<file path="config.mk">
export PLATFORM = sky130hd
export DESIGN_NAME = eq_frame_scheduler
export DESIGN_NICKNAME = d
export VERILOG_FILES = /design/src/rtl/eq_pkg.sv /design/src/rtl/eq_button_debounce.sv /design/src/rtl/eq_frame_scheduler.sv
export SDC_FILE = /design/constraint.sdc
export NUM_CORES = 1
export LEC_CHECK = 0
export BUFFER_PORTS_ARGS = -buffer_cell sky130_fd_sc_hd__buf_4
export CAP_MARGIN = 20
export CORE_MARGIN = 2
export CORE_UTILIZATION = 40
export CTS_CLUSTER_SIZE = 24
export DETAILED_ROUTE_END_ITERATION = 8
export PLACE_DENSITY = 0.76
export RECOVER_POWER = 50
export SYNTH_ARGS = -nofsm -noshare
export SYNTH_HDL_FRONTEND = slang
export SYNTH_SLANG_ARGS = --single-unit
</file>
<file path="constraint.sdc">
create_clock -name CLOCK_50 -period 2.2 [get_ports CLOCK_50]
set_clock_uncertainty 0.1 [all_clocks]
set_input_delay 0.44 -clock CLOCK_50 [delete_from_list [all_inputs] [get_ports CLOCK_50]]
set_output_delay 0.44 -clock CLOCK_50 [all_outputs]
set_load 0.1 [all_outputs]
</file>
<file path="src/rtl/eq_pkg.sv">
// rtl/eq_pkg.sv - shared types and widths for the equalizer scheduler and core
package eq_pkg;

    localparam int DATA_W  = 32;
    localparam int LEVEL_W = 5;

    typedef enum logic [2:0] {
        IDLE,
        CAPTURE,
        RUN_L,
        RUN_R,
        WAIT_OUT,
        LOAD
    } eq_state_t;

    // Core coefficient ports take the raw switch pattern with a zero pad bit.
    function automatic logic [LEVEL_W:0] extend_level(input logic [LEVEL_W-1:0] level);
        return {1'b0, level};
    endfunction

endpackage

</file>
<file path="src/rtl/eq_button_debounce.sv">
// rtl/eq_button_debounce.sv - synchronizer, stability counter and rising-edge pulse for a pushbutton
module eq_button_debounce #(
    parameter int DEBOUNCE_CYCLES = 500000
) (
    input  logic clk,
    input  logic rst_n,
    input  logic button,
    output logic pulse
);
    localparam int CNT_W = $clog2(DEBOUNCE_CYCLES + 1);

    logic             sync1;
    logic             sync2;
    logic             stable;
    logic [CNT_W-1:0] cnt;
    logic             cnt_full;

    assign cnt_full = (cnt == CNT_W'(DEBOUNCE_CYCLES - 1));
    // Pulse in the same cycle the new level is accepted, so press-to-load stays minimal.
    assign pulse    = sync2 && !stable && cnt_full;

    always_ff @(posedge clk or negedge rst_n) begin
        if (!rst_n) begin
            sync1  <= 1'b0;
            sync2  <= 1'b0;
            stable <= 1'b0;
            cnt    <= '0;
        end else begin
            sync1 <= button;
            sync2 <= sync1;
            if (sync2 == stable) begin
                cnt <= '0;
            end else if (cnt_full) begin
                stable <= sync2;
                cnt    <= '0;
            end else begin
                cnt <= cnt + 1'b1;
            end
        end
    end

endmodule

</file>
<file path="src/rtl/eq_frame_scheduler.sv">
// rtl/eq_frame_scheduler.sv - time-shares one equalizer core across left/right samples of each frame
module eq_frame_scheduler
    import eq_pkg::*;
#(
    parameter int DATA_W          = eq_pkg::DATA_W,
    parameter int LEVEL_W         = eq_pkg::LEVEL_W,
    parameter int DEBOUNCE_CYCLES = 500000,
    parameter int TIMEOUT_CYCLES  = 1024
) (
    input  logic               CLOCK_50,
    input  logic               reset,
    input  logic               audio_in_available,
    input  logic [DATA_W-1:0]  left_channel_audio_in,
    input  logic [DATA_W-1:0]  right_channel_audio_in,
    output logic               read_audio_in,
    input  logic               audio_out_allowed,
    output logic               write_audio_out,
    output logic [DATA_W-1:0]  left_channel_audio_out,
    output logic [DATA_W-1:0]  right_channel_audio_out,
    input  logic               set,
    input  logic [LEVEL_W-1:0] bass_level,
    input  logic [LEVEL_W-1:0] mid_level,
    input  logic [LEVEL_W-1:0] treble_level,
    output logic               eq_start,
    output logic [DATA_W-1:0]  eq_d_in,
    input  logic [DATA_W-1:0]  eq_d_out,
    input  logic               eq_done,
    output logic               eq_load,
    output logic [LEVEL_W:0]   eq_bass,
    output logic [LEVEL_W:0]   eq_mid,
    output logic [LEVEL_W:0]   eq_treble,
    output logic               busy,
    output logic [7:0]         overrun_count,
    output logic               timeout_flag
);
    localparam int TMO_W = $clog2(TIMEOUT_CYCLES);

    eq_state_t         state;
    eq_state_t         state_nx;
    logic [DATA_W-1:0] left_smp;
    logic [DATA_W-1:0] right_smp;
    logic [TMO_W-1:0]  tmo_cnt;
    logic              tmo_hit;
    logic              right_start;
    logic              load_pending;
    logic              avail_q;
    logic              set_pulse;
    logic              read_s;
    logic              write_s;
    logic              start_s;
    logic              load_s;
    logic              chan_end;

    eq_button_debounce #(
        .DEBOUNCE_CYCLES(DEBOUNCE_CYCLES)
    ) u_debounce (
        .clk   (CLOCK_50),
        .rst_n (reset),
        .button(set),
        .pulse (set_pulse)
    );

    assign tmo_hit  = (tmo_cnt == TMO_W'(TIMEOUT_CYCLES - 1));
    // The cycle that starts the right channel must not see the left channel's stale completion.
    assign chan_end = (eq_done || tmo_hit) && !right_start;

    always_comb begin
        state_nx = state;
        read_s   = 1'b0;
        write_s  = 1'b0;
        start_s  = 1'b0;
        load_s   = 1'b0;
        case (state)
            IDLE: begin
                if (load_pending) begin
                    state_nx = LOAD;
                end else if (audio_in_available) begin
                    read_s   = 1'b1;
                    state_nx = CAPTURE;
                end
            end
            CAPTURE: begin
                start_s  = 1'b1;
                state_nx = RUN_L;
            end
            RUN_L: begin
                if (eq_done || tmo_hit) state_nx = RUN_R;
            end
            RUN_R: begin
                start_s = right_start;
                if (chan_end) state_nx = WAIT_OUT;
            end
            WAIT_OUT: begin
                if (audio_out_allowed) begin
                    write_s  = 1'b1;
                    state_nx = IDLE;
                end
            end
            LOAD: begin
                load_s   = 1'b1;
                state_nx = IDLE;
            end
            default: state_nx = IDLE;
        endcase
    end

    // The pop is combinational from an input, so hold it low while reset is asserted.
    assign read_audio_in   = read_s && reset;
    assign write_audio_out = write_s;
    assign eq_start        = start_s;
    assign eq_load         = load_s;
    assign busy            = (state != IDLE);

    always_ff @(posedge CLOCK_50 or negedge reset) begin
        if (!reset) begin
            state                   <= IDLE;
            left_smp                <= '0;
            right_smp               <= '0;
            left_channel_audio_out  <= '0;
            right_channel_audio_out <= '0;
            eq_d_in                 <= '0;
            eq_bass                 <= '0;
            eq_mid                  <= '0;
            eq_treble               <= '0;
            tmo_cnt                 <= '0;
            right_start             <= 1'b0;
            load_pending            <= 1'b0;
            avail_q                 <= 1'b0;
            overrun_count           <= '0;
            timeout_flag            <= 1'b0;
        end else begin
            state       <= state_nx;
            avail_q     <= audio_in_available;
            right_start <= 1'b0;

            if (state != IDLE && audio_in_available && !avail_q && overrun_count != 8'hFF)
                overrun_count <= overrun_count + 8'd1;

            if (set_pulse)
                load_pending <= 1'b1;
            else if (state == LOAD)
                load_pending <= 1'b0;

            if (start_s)
                tmo_cnt <= '0;
            else if (state == RUN_L || state == RUN_R)
                tmo_cnt <= tmo_cnt + 1'b1;

            case (state)
                IDLE: begin
                    if (state_nx == CAPTURE) begin
                        left_smp  <= left_channel_audio_in;
                        right_smp <= right_channel_audio_in;
                        eq_d_in   <= left_channel_audio_in;
                    end else if (state_nx == LOAD) begin
                        eq_bass   <= extend_level(bass_level);
                        eq_mid    <= extend_level(mid_level);
                        eq_treble <= extend_level(treble_level);
                    end
                end
                RUN_L: begin
                    if (eq_done || tmo_hit) begin
                        left_channel_audio_out <= eq_done ? eq_d_out : left_smp;
                        if (!eq_done) timeout_flag <= 1'b1;
                        eq_d_in     <= right_smp;
                        right_start <= 1'b1;
                    end
                end
                RUN_R: begin
                    if (chan_end) begin
                        right_channel_audio_out <= eq_done ? eq_d_out : right_smp;
                        if (!eq_done) timeout_flag <= 1'b1;
                    end
                end
                default: ;
            endcase
        end
    end

endmodule

</file>
Yosys cells after proc, flatten, opt, wreduce, memory -nomap -nowiden
Cells that the tools add are included.

operators by class
  bitwise operators = 2
  equality and inequality tests = 14
  reductions and logical operators = 25
  muxes and demuxes = 30
  add/sub/neg operators = 3

operators by type and width
  kind                                            number
  2-to-1 mux 32 bit                               4
  case mux 32 bit (2 select lines)                1
  2-to-1 mux 19 bit                               2
  2-to-1 mux 10 bit                               2
  adder 19 x 1 -> 19 bit (second input constant)  1
  == test 19 bit (second input constant)          1
  2-to-1 mux 3 bit                                5
  case mux 3 bit (5 select lines)                 1
  2-to-1 mux 1 bit                                13
  adder 10 x 1 -> 10 bit (second input constant)  1
  == test 10 bit (second input constant)          1
  == test 3 bit (second input constant)           3
  AND reduction 3 bit                             3
  adder 8 x 1 -> 8 bit (second input constant)    1
  != test 8 bit (second input constant)           1
  AND reduction 2 bit                             4
  nonzero test 2 bit                              4
  logical AND 1 bit                               7
  == test 3 x 1 -> 1 bit (second input constant)  2
  == test 3 x 2 -> 1 bit (second input constant)  2
  != test 2 bit (second input constant)           3
  case mux 1 bit (2 select lines)                 2
  zero test 1 bit                                 3
  zero test 3 bit                                 1
  4 further kinds                                 6

word-level totals
  bits in registers = 222
  logic and storage cells = 93
  input port bits = 117
  output and inout port bits = 128

Longest topological paths before layout
  depth in word-level cells = 8
  mapped depth = 9
  gate-level depth less buffers = 5

Cells and area by module
From an unflattened synthesis, not the netlist that was laid out.

second synthesis, totals
  cell total of the unflattened synthesis = 961
  area, all modules = 9706.8 um^2

by module, submodules not included
  module              area an instance (um^2)  sequential area each (um^2)  times used  cells each
  eq_frame_scheduler  8637.0                   5004.8                       1           858
  eq_button_debounce  1069.8                   550.5                        1           103

Worst setup path before layout
Ideal clock, no wire load.

  kind = register -> output
  from = register state[1]
  to = output port write_audio_out
  stages on the path, launching flop included = 3
  buffers on the path = 1
  data arrival time = 3.696 ns
  setup slack = -2.036 ns
  required time = 1.660 ns
  cell sequence = dfrtp_1 clkbuf_1 nor4b_1

between the ends
  word-level cells in the longest chain between the ends = 2

RTL lines
  element                 line                       source
  from (decl)             eq_frame_scheduler.sv:38   eq_state_t state;
  from (signal assigned)  eq_frame_scheduler.sv:132  state <= state_nx;
  == test 3 bit           eq_frame_scheduler.sv:73   case (state)
  2-to-1 mux 1 bit        eq_frame_scheduler.sv:73
  to (decl)               eq_frame_scheduler.sv:17   output logic write_audio_out,

Every way passes these cells.

Final worst setup path
  from = register state[0]
  to = output port read_audio_in

between the ends
  word-level cells in the longest chain between the ends = 3

RTL lines
  element            line                       source
  zero test 3 bit    eq_frame_scheduler.sv:73
  2-to-1 mux 1 bit   eq_frame_scheduler.sv:73
  logical AND 1 bit  eq_frame_scheduler.sv:108  assign read_audio_in = read_s && reset;
  to (decl)          eq_frame_scheduler.sv:15   output logic read_audio_in,

Every way passes these cells.

==> impl_metrics.ini <==
[die]
die_h_um = 160
coreArea_um2 = 24100
rows = 57
die_x_um = 160
start_util = 0.405
top_level_ports = 245
die-area_um2 = 25700

[placed_design]
gp_congestion = 0.793
hpwl_um = 17300
post_dp_cell_area_um2 = 12100
place.port_buffers = 241
dp_slack_ns = 0.0628

[global_route]
antenna_found_initial = 0
grt_pass1_wl_um = 40000
grt_use_total = 0.193
grt_max_degree = 158
grt_pass1_vias = 7428
grt-ovfl-total = 0

[route]
drtPass1Iterations = 4
drc = 0
wl_per_cell_um = 18.2
ant_nets = 0
num_vias = 7325
routed_wl_um = 26100
drt-initial-drc-count = 403
viasPerCell = 5.10

[sta]
hold_ws_ns = -0.0126
hold_violations = 1
rsz0062_at_grt = true
slew_violations = 66
relSlewSlack = -0.105
max_slew.worst_pin.slew_ns = 1.66
max_freq_mhz = 393
setup_ws_ns = -0.342
finalSetupViolations = 100
period_share = 1.16
period_needed_ns = 2.54

[hold_path]
hp-class = in -> reg

[cells_and_area]
seq_area_um2 = 5560
layout-drive-gt1-share = 0.439
stdcell_area_um2 = 13300
multiInputGateArea_um2 = 3800
diodes = 0
postLayoutCoreUtil = 0.553
fill_cells = 2057
nNetsFinal = 1215
area_growth_pct = 36.5

[synthesis]
ys.flop_type = dfrtp_1
yosysUniqueCellTypes = 42
avgSynthCellArea_um2 = 11.9
synth_area_leaders = dfrtp_1, mux2_2, o21ai_0, o32a_1, inv_1
synthArstFlopShare = 1.00
synth_seq_cells = 222
synth_top_cells_by_count = dfrtp_1, mux2_2, inv_1
syn_inst = 821
yosysWarnings = 0
synth.most_common_cell = dfrtp_1
synth-edff-count = 0
synth_top_area_frac = 0.569
yosysSeqAreaShare = 0.569
netlist_area_um2 = 9760
synth_largest_area_cell = dfrtp_1

[critical_path]
critPathCaptureType = output port
critPathRequiredTime_ns = 1.66
slowest_stage = or3b_4
critPathMaxFanout = 2
critPathKind = reg -> out
worstPathArrival_ns = 2.00
crit_chain = or3_4 -> or3b_4 -> nor2_4 -> buf_12
cpPeakStageDelay_ns = 0.42
startpoint_type = register

[clocking]
htree_num_levels = 1
clkSinkCount = 222
cts_hold_buf = 1
clk_pin_slew_ns = 0.06
clockRootBuffer = clkbuf_16
cts_tree = done
cts_buffer_depth = 3
cts_made_buffers = 25
clock_latency_ns = 0.52

[job]
maxCapViolCount = 1

[outcome]
violations = hold timing, capacitance limit, slew limit, setup timing
outcome = complete, but fails checks
## worst paths after layout
kind	from	end	slack [ns]	cells past startpoint
max	state[0]$_DFF_PN0_	read_audio_in	-0.34	4
min	audio_in_available	avail_q$_DFF_PN0_	-0.01	1
max reg2reg	state[1]$_DFF_PN0_	left_channel_audio_out[9]$_DFFE_PN0P_	-0.24	7
min reg2reg	u_debounce.sync1$_DFF_PN0_	u_debounce.sync2$_DFF_PN0_	0.27	0
max in group asynchronous	reset	right_smp[16]$_DFFE_PN0P_	0.48	2
min in group asynchronous	reset	right_channel_audio_out[0]$_DFFE_PN0P_	0.40	2
## flip-flops by register name (all words and copies together) (netlist names), 3 cells and up
register / count
eq_bass: 5
eq_d_in: 32
eq_mid: 5
eq_treble: 5
left_channel_audio_out: 32
left_smp: 32
overrun_count: 8
right_channel_audio_out: 32
right_smp: 32
state: 3
tmo_cnt: 10
u_debounce.cnt: 19
## cell type report
| class | instances | share of cell area |
|---|---|---|
| Tap cell | 324 | 0.0304 |
| Inverter | 75 | 0.0214 |
| Clock buffer | 39 | 0.0562 |
| Sequential cell | 222 | 0.417 |
| Multi-Input combinational cell | 479 | 0.285 |
| Timing Repair Buffer | 291 | 0.182 |
| Clock inverter | 6 | 0.00789 |
## layer usage
metal,global-route usage,wire length (µm),vias up
li1,-,-,3409
met1,0.245,10800,3673
met2,0.338,13100,204
met3,0.0392,1580,39
met4,0.0508,603,0
met5,0,0,-
## per-stage QoR
step	hold WS (ns)	setup TNS, ns	std cells
after global routing	-0.0290	-29.60	1436
after detailed placement	0.257	0	1370
after CTS	-0.0265	-0.962	1418
after floorplan	0.0444	-2.69	823
final	-0.0126	-16.80	1436
after global placement	0.238	0	1370
## timing repair
item | 4_1_cts | 5_1_grt
pin swaps | 5 | 5
endpoints found under the hold margin | 2 | 1
endpoints found under the setup margin | 5 | 103
buffers inserted | 3 | 12
gates resized for setup | 20 | 16
gates cloned | 0 | 7
## cell families after synthesis
group,count (synthesis),synth area share
flip-flops,222,0.569
AO/OA/AOI/OAI,160,0.111
multiplexers,146,0.168
AND/OR/NAND/NOR,143,0.0715
buffers and inverters,122,0.0542
XOR/XNOR,23,0.0206
adder cells (fa/ha/maj),4,0.00513
other,1,0.000384
## worst max-delay path: cells and delay by family (launching register included)
kind / cells / cell delay [ns]
buf+inv: 1 / 0.18
simple gates: 3 / 0.92
flops: 1 / 0.37
## placed cells by master, fill, tap and decap left out, types with 4 or more instances in the layout
cell       count
buf_4        236
dfrtp_1      222
mux2_2       141
inv_1         73
o21ai_0       72
nand2_1       51
o32a_1        32
o21a_1        32
clkbuf_16     31
nor2_1        27
clkbuf_2      23
xnor2_1       14
nand3_1       13
a21oi_1       12
buf_12        12
clkbuf_1      10
or3_1          9
xor2_1         9
nand4_1        8
buf_6          8
clkbuf_8       7
nor3_1         6
nor4_1         6
and4_1         5
mux2_4         4
Power is not shown: default switching activity piles up to over one toggle a cycle in this logic, so the estimate is an artifact.
